### config.mk
export PLATFORM = sky130hd
export DESIGN_NAME = seq_ram_loader_flat
export DESIGN_NICKNAME = d
export VERILOG_FILES = /design/src/rtl/seq_ram_loader_pkg.sv /design/src/rtl/seq_ram_loader_if.sv /design/src/rtl/seq_ram_loader_lat_pipe.sv /design/src/rtl/seq_ram_loader.sv /design/src/flat_wrapper.sv
export SDC_FILE = /design/constraint.sdc
export NUM_CORES = 1
export LEC_CHECK = 0
export BUFFER_PORTS_ARGS = -buffer_cell sky130_fd_sc_hd__buf_2
export CAP_MARGIN = 20
export CORE_MARGIN = 2
export CORE_UTILIZATION = 49
export CTS_CLUSTER_SIZE = 14
export DETAILED_ROUTE_END_ITERATION = 10
export PLACE_DENSITY = 0.87
export SLEW_MARGIN = 20
export SYNTH_ARGS = -nofsm -noshare
export SYNTH_HDL_FRONTEND = slang
export SYNTH_SLANG_ARGS = --single-unit
export TNS_END_PERCENT = 5
### constraint.sdc
create_clock -name CLK_50 -period 2.5 [get_ports CLK_50]
set_input_delay 0.375 -clock CLK_50 [delete_from_list [all_inputs] [get_ports CLK_50]]
set_output_delay 0.375 -clock CLK_50 [all_outputs]
set_load 0.005 [all_outputs]
### src/rtl/seq_ram_loader_pkg.sv
// Shared widths, depths and the loader state encoding for the ROM-to-RAM sequence copier.
package seq_ram_loader_pkg;

    localparam int unsigned DATA_W  = 32;
    localparam int unsigned ROM_AW  = 10;
    localparam int unsigned RAM_AW  = 7;
    localparam int unsigned SEQ_LEN = 16;
    localparam int unsigned ROM_LAT = 2;
    localparam int unsigned SEL_W   = 6;
    localparam int unsigned SEQ_W   = $clog2(SEQ_LEN);
    localparam int unsigned SLOT_W  = RAM_AW - SEQ_W;

    typedef enum logic [1:0] {
        ST_IDLE  = 2'd0,
        ST_ISSUE = 2'd1,
        ST_DRAIN = 2'd2,
        ST_DONE  = 2'd3
    } loader_state_e;

endpackage

### src/rtl/seq_ram_loader_if.sv
// Request, ROM read port and RAM write port of the sequence loader bundled as one interface.
interface seq_ram_loader_if;
    import seq_ram_loader_pkg::*;

    logic                load_req;
    logic [SEL_W-1:0]    seq_sel;
    logic [SLOT_W-1:0]   ram_slot;
    logic [ROM_AW-1:0]   rom_addr;
    logic [DATA_W-1:0]   rom_q;
    logic [RAM_AW-1:0]   ram_wraddr;
    logic [DATA_W-1:0]   ram_data;
    logic                ram_wren;
    logic                busy;
    logic                done;

    modport master (
        output load_req, seq_sel, ram_slot, rom_q,
        input  rom_addr, ram_wraddr, ram_data, ram_wren, busy, done
    );

    modport slave (
        input  load_req, seq_sel, ram_slot, rom_q,
        output rom_addr, ram_wraddr, ram_data, ram_wren, busy, done
    );

endinterface

### src/rtl/seq_ram_loader_lat_pipe.sv
// Valid delay line matching the ROM read latency; empty flags that no read is still in flight.
module seq_ram_loader_lat_pipe #(
    parameter int unsigned DEPTH = 2
) (
    input  logic clk,
    input  logic rst,
    input  logic vld_in,
    output logic vld_out,
    output logic empty
);

    logic [DEPTH-1:0] stg_q;
    logic [DEPTH-1:0] stg_d;

    if (DEPTH == 1) begin : g_one
        always_comb stg_d = vld_in;
    end else begin : g_many
        always_comb stg_d = {stg_q[DEPTH-2:0], vld_in};
    end

    always_ff @(posedge clk or posedge rst) begin
        if (rst) begin
            stg_q <= '0;
        end else begin
            stg_q <= stg_d;
        end
    end

    assign vld_out = stg_q[DEPTH-1];
    assign empty   = ~|stg_q;

endmodule

### src/rtl/seq_ram_loader.sv
// Copies one SEQ_LEN-word sequence from the ROM read port into a RAM slot on request,
// reporting busy/done so playback never sees a partially written slot.
module seq_ram_loader
    import seq_ram_loader_pkg::*;
(
    input  logic           CLK_50,
    input  logic           reset,
    seq_ram_loader_if.slave bus
);

    loader_state_e       state_q, state_d;
    logic [SEQ_W-1:0]    rd_idx_q, rd_idx_d;
    logic [SEQ_W-1:0]    wr_idx_q, wr_idx_d;
    logic [ROM_AW-1:0]   src_q, src_d;
    logic [SLOT_W-1:0]   slot_q, slot_d;
    logic [ROM_AW-1:0]   rom_addr_q, rom_addr_d;
    logic [RAM_AW-1:0]   ram_wraddr_q, ram_wraddr_d;
    logic [DATA_W-1:0]   ram_data_q, ram_data_d;
    logic                ram_wren_q, ram_wren_d;
    logic                busy_q, busy_d;
    logic                done_q, done_d;
    logic                issue_c;
    logic                pipe_vld;
    logic                pipe_empty;

    seq_ram_loader_lat_pipe #(.DEPTH(ROM_LAT)) u_lat_pipe (
        .clk     (CLK_50),
        .rst     (reset),
        .vld_in  (issue_c),
        .vld_out (pipe_vld),
        .empty   (pipe_empty)
    );

    always_comb begin
        state_d      = state_q;
        rd_idx_d     = rd_idx_q;
        wr_idx_d     = wr_idx_q;
        src_d        = src_q;
        slot_d       = slot_q;
        rom_addr_d   = rom_addr_q;
        ram_wraddr_d = ram_wraddr_q;
        ram_data_d   = ram_data_q;
        ram_wren_d   = 1'b0;
        busy_d       = busy_q;
        done_d       = 1'b0;
        issue_c      = 1'b0;

        case (state_q)
            ST_IDLE: begin
                if (bus.load_req) begin
                    state_d    = ST_ISSUE;
                    src_d      = ROM_AW'(32'(bus.seq_sel) << SEQ_W);
                    slot_d     = bus.ram_slot;
                    rom_addr_d = src_d;
                    rd_idx_d   = '0;
                    wr_idx_d   = '0;
                    busy_d     = 1'b1;
                end
            end
            ST_ISSUE: begin
                // The address currently on rom_addr is a real read this cycle.
                issue_c = 1'b1;
                if (rd_idx_q == SEQ_W'(SEQ_LEN - 1)) begin
                    state_d = ST_DRAIN;
                end else begin
                    rd_idx_d   = rd_idx_q + SEQ_W'(1);
                    rom_addr_d = src_q + ROM_AW'(rd_idx_d);
                end
            end
            ST_DRAIN: begin
                if (pipe_empty) begin
                    state_d = ST_DONE;
                    done_d  = 1'b1;
                    busy_d  = 1'b0;
                end
            end
            ST_DONE: begin
                state_d = ST_IDLE;
            end
            default: begin
                state_d = ST_IDLE;
            end
        endcase

        // Slot bits on top of the word index keep every write inside the selected slot.
        if (pipe_vld) begin
            ram_wren_d   = 1'b1;
            ram_data_d   = bus.rom_q;
            ram_wraddr_d = {slot_q, wr_idx_q};
            wr_idx_d     = wr_idx_q + SEQ_W'(1);
        end
    end

    always_ff @(posedge CLK_50 or posedge reset) begin
        if (reset) begin
            state_q      <= ST_IDLE;
            rd_idx_q     <= '0;
            wr_idx_q     <= '0;
            src_q        <= '0;
            slot_q       <= '0;
            rom_addr_q   <= '0;
            ram_wraddr_q <= '0;
            ram_data_q   <= '0;
            ram_wren_q   <= 1'b0;
            busy_q       <= 1'b0;
            done_q       <= 1'b0;
        end else begin
            state_q      <= state_d;
            rd_idx_q     <= rd_idx_d;
            wr_idx_q     <= wr_idx_d;
            src_q        <= src_d;
            slot_q       <= slot_d;
            rom_addr_q   <= rom_addr_d;
            ram_wraddr_q <= ram_wraddr_d;
            ram_data_q   <= ram_data_d;
            ram_wren_q   <= ram_wren_d;
            busy_q       <= busy_d;
            done_q       <= done_d;
        end
    end

    assign bus.rom_addr   = rom_addr_q;
    assign bus.ram_wraddr = ram_wraddr_q;
    assign bus.ram_data   = ram_data_q;
    assign bus.ram_wren   = ram_wren_q;
    assign bus.busy       = busy_q;
    assign bus.done       = done_q;

endmodule
### src/flat_wrapper.sv
// flat-port wrapper written by rule: the top's interface ports become plain ports
module seq_ram_loader_flat import seq_ram_loader_pkg::*;
  (CLK_50, reset, bus_load_req, bus_seq_sel, bus_ram_slot, bus_rom_q, bus_rom_addr, bus_ram_wraddr, bus_ram_data, bus_ram_wren, bus_busy, bus_done);
  seq_ram_loader_if bus_i ();
  input  logic CLK_50;
  input  logic reset;
  input wire logic [$bits(bus_i.load_req)-1:0] bus_load_req;
  input wire logic [$bits(bus_i.seq_sel)-1:0] bus_seq_sel;
  input wire logic [$bits(bus_i.ram_slot)-1:0] bus_ram_slot;
  input wire logic [$bits(bus_i.rom_q)-1:0] bus_rom_q;
  output wire logic [$bits(bus_i.rom_addr)-1:0] bus_rom_addr;
  output wire logic [$bits(bus_i.ram_wraddr)-1:0] bus_ram_wraddr;
  output wire logic [$bits(bus_i.ram_data)-1:0] bus_ram_data;
  output wire logic [$bits(bus_i.ram_wren)-1:0] bus_ram_wren;
  output wire logic [$bits(bus_i.busy)-1:0] bus_busy;
  output wire logic [$bits(bus_i.done)-1:0] bus_done;
  assign bus_i.load_req = bus_load_req;
  assign bus_i.seq_sel = bus_seq_sel;
  assign bus_i.ram_slot = bus_ram_slot;
  assign bus_i.rom_q = bus_rom_q;
  assign bus_rom_addr = bus_i.rom_addr;
  assign bus_ram_wraddr = bus_i.ram_wraddr;
  assign bus_ram_data = bus_i.ram_data;
  assign bus_ram_wren = bus_i.ram_wren;
  assign bus_busy = bus_i.busy;
  assign bus_done = bus_i.done;
  seq_ram_loader u_core (.CLK_50(CLK_50), .reset(reset), .bus(bus_i));
endmodule
==> results.sh <==
export IMPL_status="completed"
export IMPL_synth_avg_cell_area_um2=14.8
export IMPL_grt_max_degree=47
export IMPL_ff2ff_path_depth=5
export IMPL_cts_root_buffer="clkbuf_8"
export IMPL_arrival_ns=2.19
export IMPL_path_class="flop to flop"
export IMPL_fin_worst_skew_ns=0.0107
export IMPL_p_leak_uw=0.00179
export IMPL_portBuffers=95
export IMPL_grt_pass1_vias=1774
export IMPL_wl_per_cell_um=13.4
export IMPL_core_area_um2=5510
export IMPL_nFillCells=424
export IMPL_synth_cells=189
export IMPL_synth_nets=239
export IMPL_cts_buffers=9
export IMPL_regArea_um2=1730
export IMPL_ir_drop_mv=0.612
export IMPL_tightest_slew_ns=0.575
export IMPL_vias=1818
export IMPL_cts_sinks=69
export IMPL_drt_total_wl_um=4950
export IMPL_hp_class="input pin to asynchronous set/reset pin"
export IMPL_holdBufCountCts=0
export IMPL_fin_area_um2=3610
export IMPL_fin_crit_ns=1.98
export IMPL_gr_total_overflow=0
export IMPL_hold_viol_final=0
export IMPL_yosysSeqAreaShare=0.616
export IMPL_drive_gt1_frac=0.605
export IMPL_tns_ns=0
export IMPL_slew_headroom=0.616
export IMPL_cts_setup_buffers=0
export IMPL_synthDistinctLibCells=23
export IMPL_setup_violations=0
export IMPL_place_gp_congestion=0.720
export IMPL_r2r_end="u_core.bus.rom_addr[8]$_DFFE_PP0P_"
export IMPL_dieWidth_um=79.6
export IMPL_max_cap_violations=0
export IMPL_rsz0062_at_grt="false"
export IMPL_die_area_um2=6340
export IMPL_path_clk_slew_ns=0.08
export IMPL_ys_seq_elements=69
export IMPL_dp_hpwl_um=3490
export IMPL_cp_required_ns=2.72
export IMPL_crit_end="u_core.bus.rom_addr[8]$_DFFE_PP0P_"
export IMPL_dr_pass1_iters=5
export IMPL_r2r_start="u_core.state_q[0]$_DFFE_PP0P_"
export IMPL_drt_iter0_drc=56
export IMPL_cts_tree="yes"
export IMPL_clock_latency_ns=0.33
export IMPL_crit_start="u_core.state_q[0]$_DFFE_PP0P_"
export IMPL_power_density_nw_per_um2=1340
export IMPL_fmax_mhz=506
export IMPL_r2r_slack_ns=0.52
export IMPL_multi_input_area_um2=1010
export IMPL_vias_per_cell=4.94
export IMPL_grt_usage=0.168
export IMPL_num_rows=27
export IMPL_start_util=0.509
export IMPL_cp_end_kind="flop"
export IMPL_area_growth_pct=28.8
export IMPL_ant_nets=0
export IMPL_ys_warn_count=0
export IMPL_grt_first_pass_wirelength_um=7950
export IMPL_period_share=0.790
export IMPL_fin_nets=341
export IMPL_startpoint_type="flop"
export IMPL_netlist_area_um2=2800
export IMPL_placed_area_um2=3360
export IMPL_route_detailed_drc=0
export IMPL_diodes=0
export IMPL_die_h_um=79.6
export IMPL_drv_slew=0
export IMPL_io_pins=96
export IMPL_clock_path_buffers=2
export IMPL_cts_resized=0
export IMPL_antenna_found_initial=0
export IMPL_path_max_fanout=10
export IMPL_cts_max_level=3
==> worst max-delay path, stage by stage, from the launching register on <==
cell and delay [ns]:
dfrtp_1 0.38, inv_1 0.12, ha_1 0.25, mux2i_1 0.31, a41o_1 0.41, mux2_2 0.39
==> through the flow <==
step | worst slack (ns) | cells | power [uW] | hold slack [ns] | util
6_report | 0.525 | 368 | 4850 | 0.0512 | 0.655
2_1_floorplan | 0.385 | 189 | 3160 | 0.355 | -
4_1_cts | 0.530 | 368 | 4920 | 0.0600 | 0.655
3_5_place_dp | 0.538 | 352 | 3800 | 0.364 | 0.610
3_3_place_gp | 0.613 | 352 | 3700 | 0.360 | 0.610
5_1_grt | 0.404 | 368 | 5200 | 0.0881 | 0.655
==> sequential cells by signal, summed over array words and instances (netlist names), 2 cells and up <==
register                 cells
u_core.bus.ram_data         32
u_core.bus.ram_wraddr        7
u_core.bus.rom_addr         10
u_core.slot_q                3
u_core.src_q                 6
u_core.state_q               2
u_core.u_lat_pipe.stg_q      2
u_core.wr_idx_q              4
==> cells in the mapped netlist <==
master / n / area share
dfrtp_1: 69 / 0.62
mux2_2: 61 / 0.25
nand2_1: 10 / 0.013
inv_1: 7 / 0.0094
clkbuf_1: 6 / 0.0080
ha_1: 6 / 0.027
mux2i_1: 5 / 0.018
nand3_1: 3 / 0.0054
nor2_1: 3 / 0.0040
o21ai_0: 3 / 0.0054
a211o_1: 2 / 0.0063
a22o_1: 2 / 0.0063
xor2_1: 2 / 0.0063
a222oi_1: 1 / 0.0036
a41o_1: 1 / 0.0036
and3_1: 1 / 0.0022
buf_2: 1 / 0.0018
buf_6: 1 / 0.0040
mux2_1: 1 / 0.0040
nor2b_1: 1 / 0.0022
nor3_1: 1 / 0.0018
nor4b_1: 1 / 0.0031
or2_4: 1 / 0.0031
==> power by group <==
part	leakage [uW]	internal [uW]	total, uW	switching [uW]
Clock	0.000119	688	1090	402
Sequential	0.000832	1670	1960	292
Combinational	0.000842	1060	1790	739
Total	0.00179	3410	4850	1430
==> per-layer routing <==
metal  track usage  routed length (um)  share of wire  vias up
li1              -                   -              -      866
met1         0.200                2070           0.42      888
met2         0.282                2510           0.51       57
met3        0.0441                 287          0.058        7
met4        0.0828                  77          0.016        0
met5             0                   0              0        -
==> layout make-up <==
| cell class | instances | area share |
|---|---|---|
| Tap cell | 72 | 0.0250 |
| Clock buffer | 10 | 0.0382 |
| Multi-Input combinational cell | 105 | 0.280 |
| Inverter | 7 | 0.00728 |
| Sequential cell | 69 | 0.479 |
| Timing Repair Buffer | 99 | 0.140 |
| Clock inverter | 6 | 0.0305 |
==> placed cells by master, fill, tap and decap left out, types with 2 or more instances in the layout <==
cell and n:
inv_1 6, clkbuf_8 10, buf_4 4, o21ai_0 3, nand3_1 3, clkinvlp_4 2
a22o_1 2, nor2_1 3, mux2i_1 5, ha_1 6, nand2_1 10, xor2_1 2
a211o_1 2, dfrtp_1 68, bufinv_16 3, buf_2 95, mux2_2 61
==> worst min path at each step <==
stage	start	to	slack [ns]	cells after the start
after floorplan	u_core.u_lat_pipe.stg_q[0]$_DFF_PP0_	u_core.u_lat_pipe.stg_q[1]$_DFF_PP0_	0.35	0
after global placement	u_core.u_lat_pipe.stg_q[0]$_DFF_PP0_	u_core.u_lat_pipe.stg_q[1]$_DFF_PP0_	0.36	0
after detailed placement	u_core.u_lat_pipe.stg_q[0]$_DFF_PP0_	u_core.u_lat_pipe.stg_q[1]$_DFF_PP0_	0.36	0
after CTS	reset	u_core.bus.ram_wraddr[4]$_DFFE_PP0P_	0.06	2
after global routing	reset	u_core.slot_q[1]$_DFFE_PP0P_	0.09	2
final	reset	u_core.bus.ram_wraddr[5]$_DFFE_PP0P_	0.05	2
==> cell families after synthesis <==
kind of cell / Yosys count / share of synthesized area
buf+inv: 15 / 0.0232
simple gates: 21 / 0.0353
fa+ha+maj: 6 / 0.0268
compound gates: 9 / 0.0250
mux: 67 / 0.267
xor+xnor: 2 / 0.00625
flops: 69 / 0.616
(Power assumes the default switching activity.)
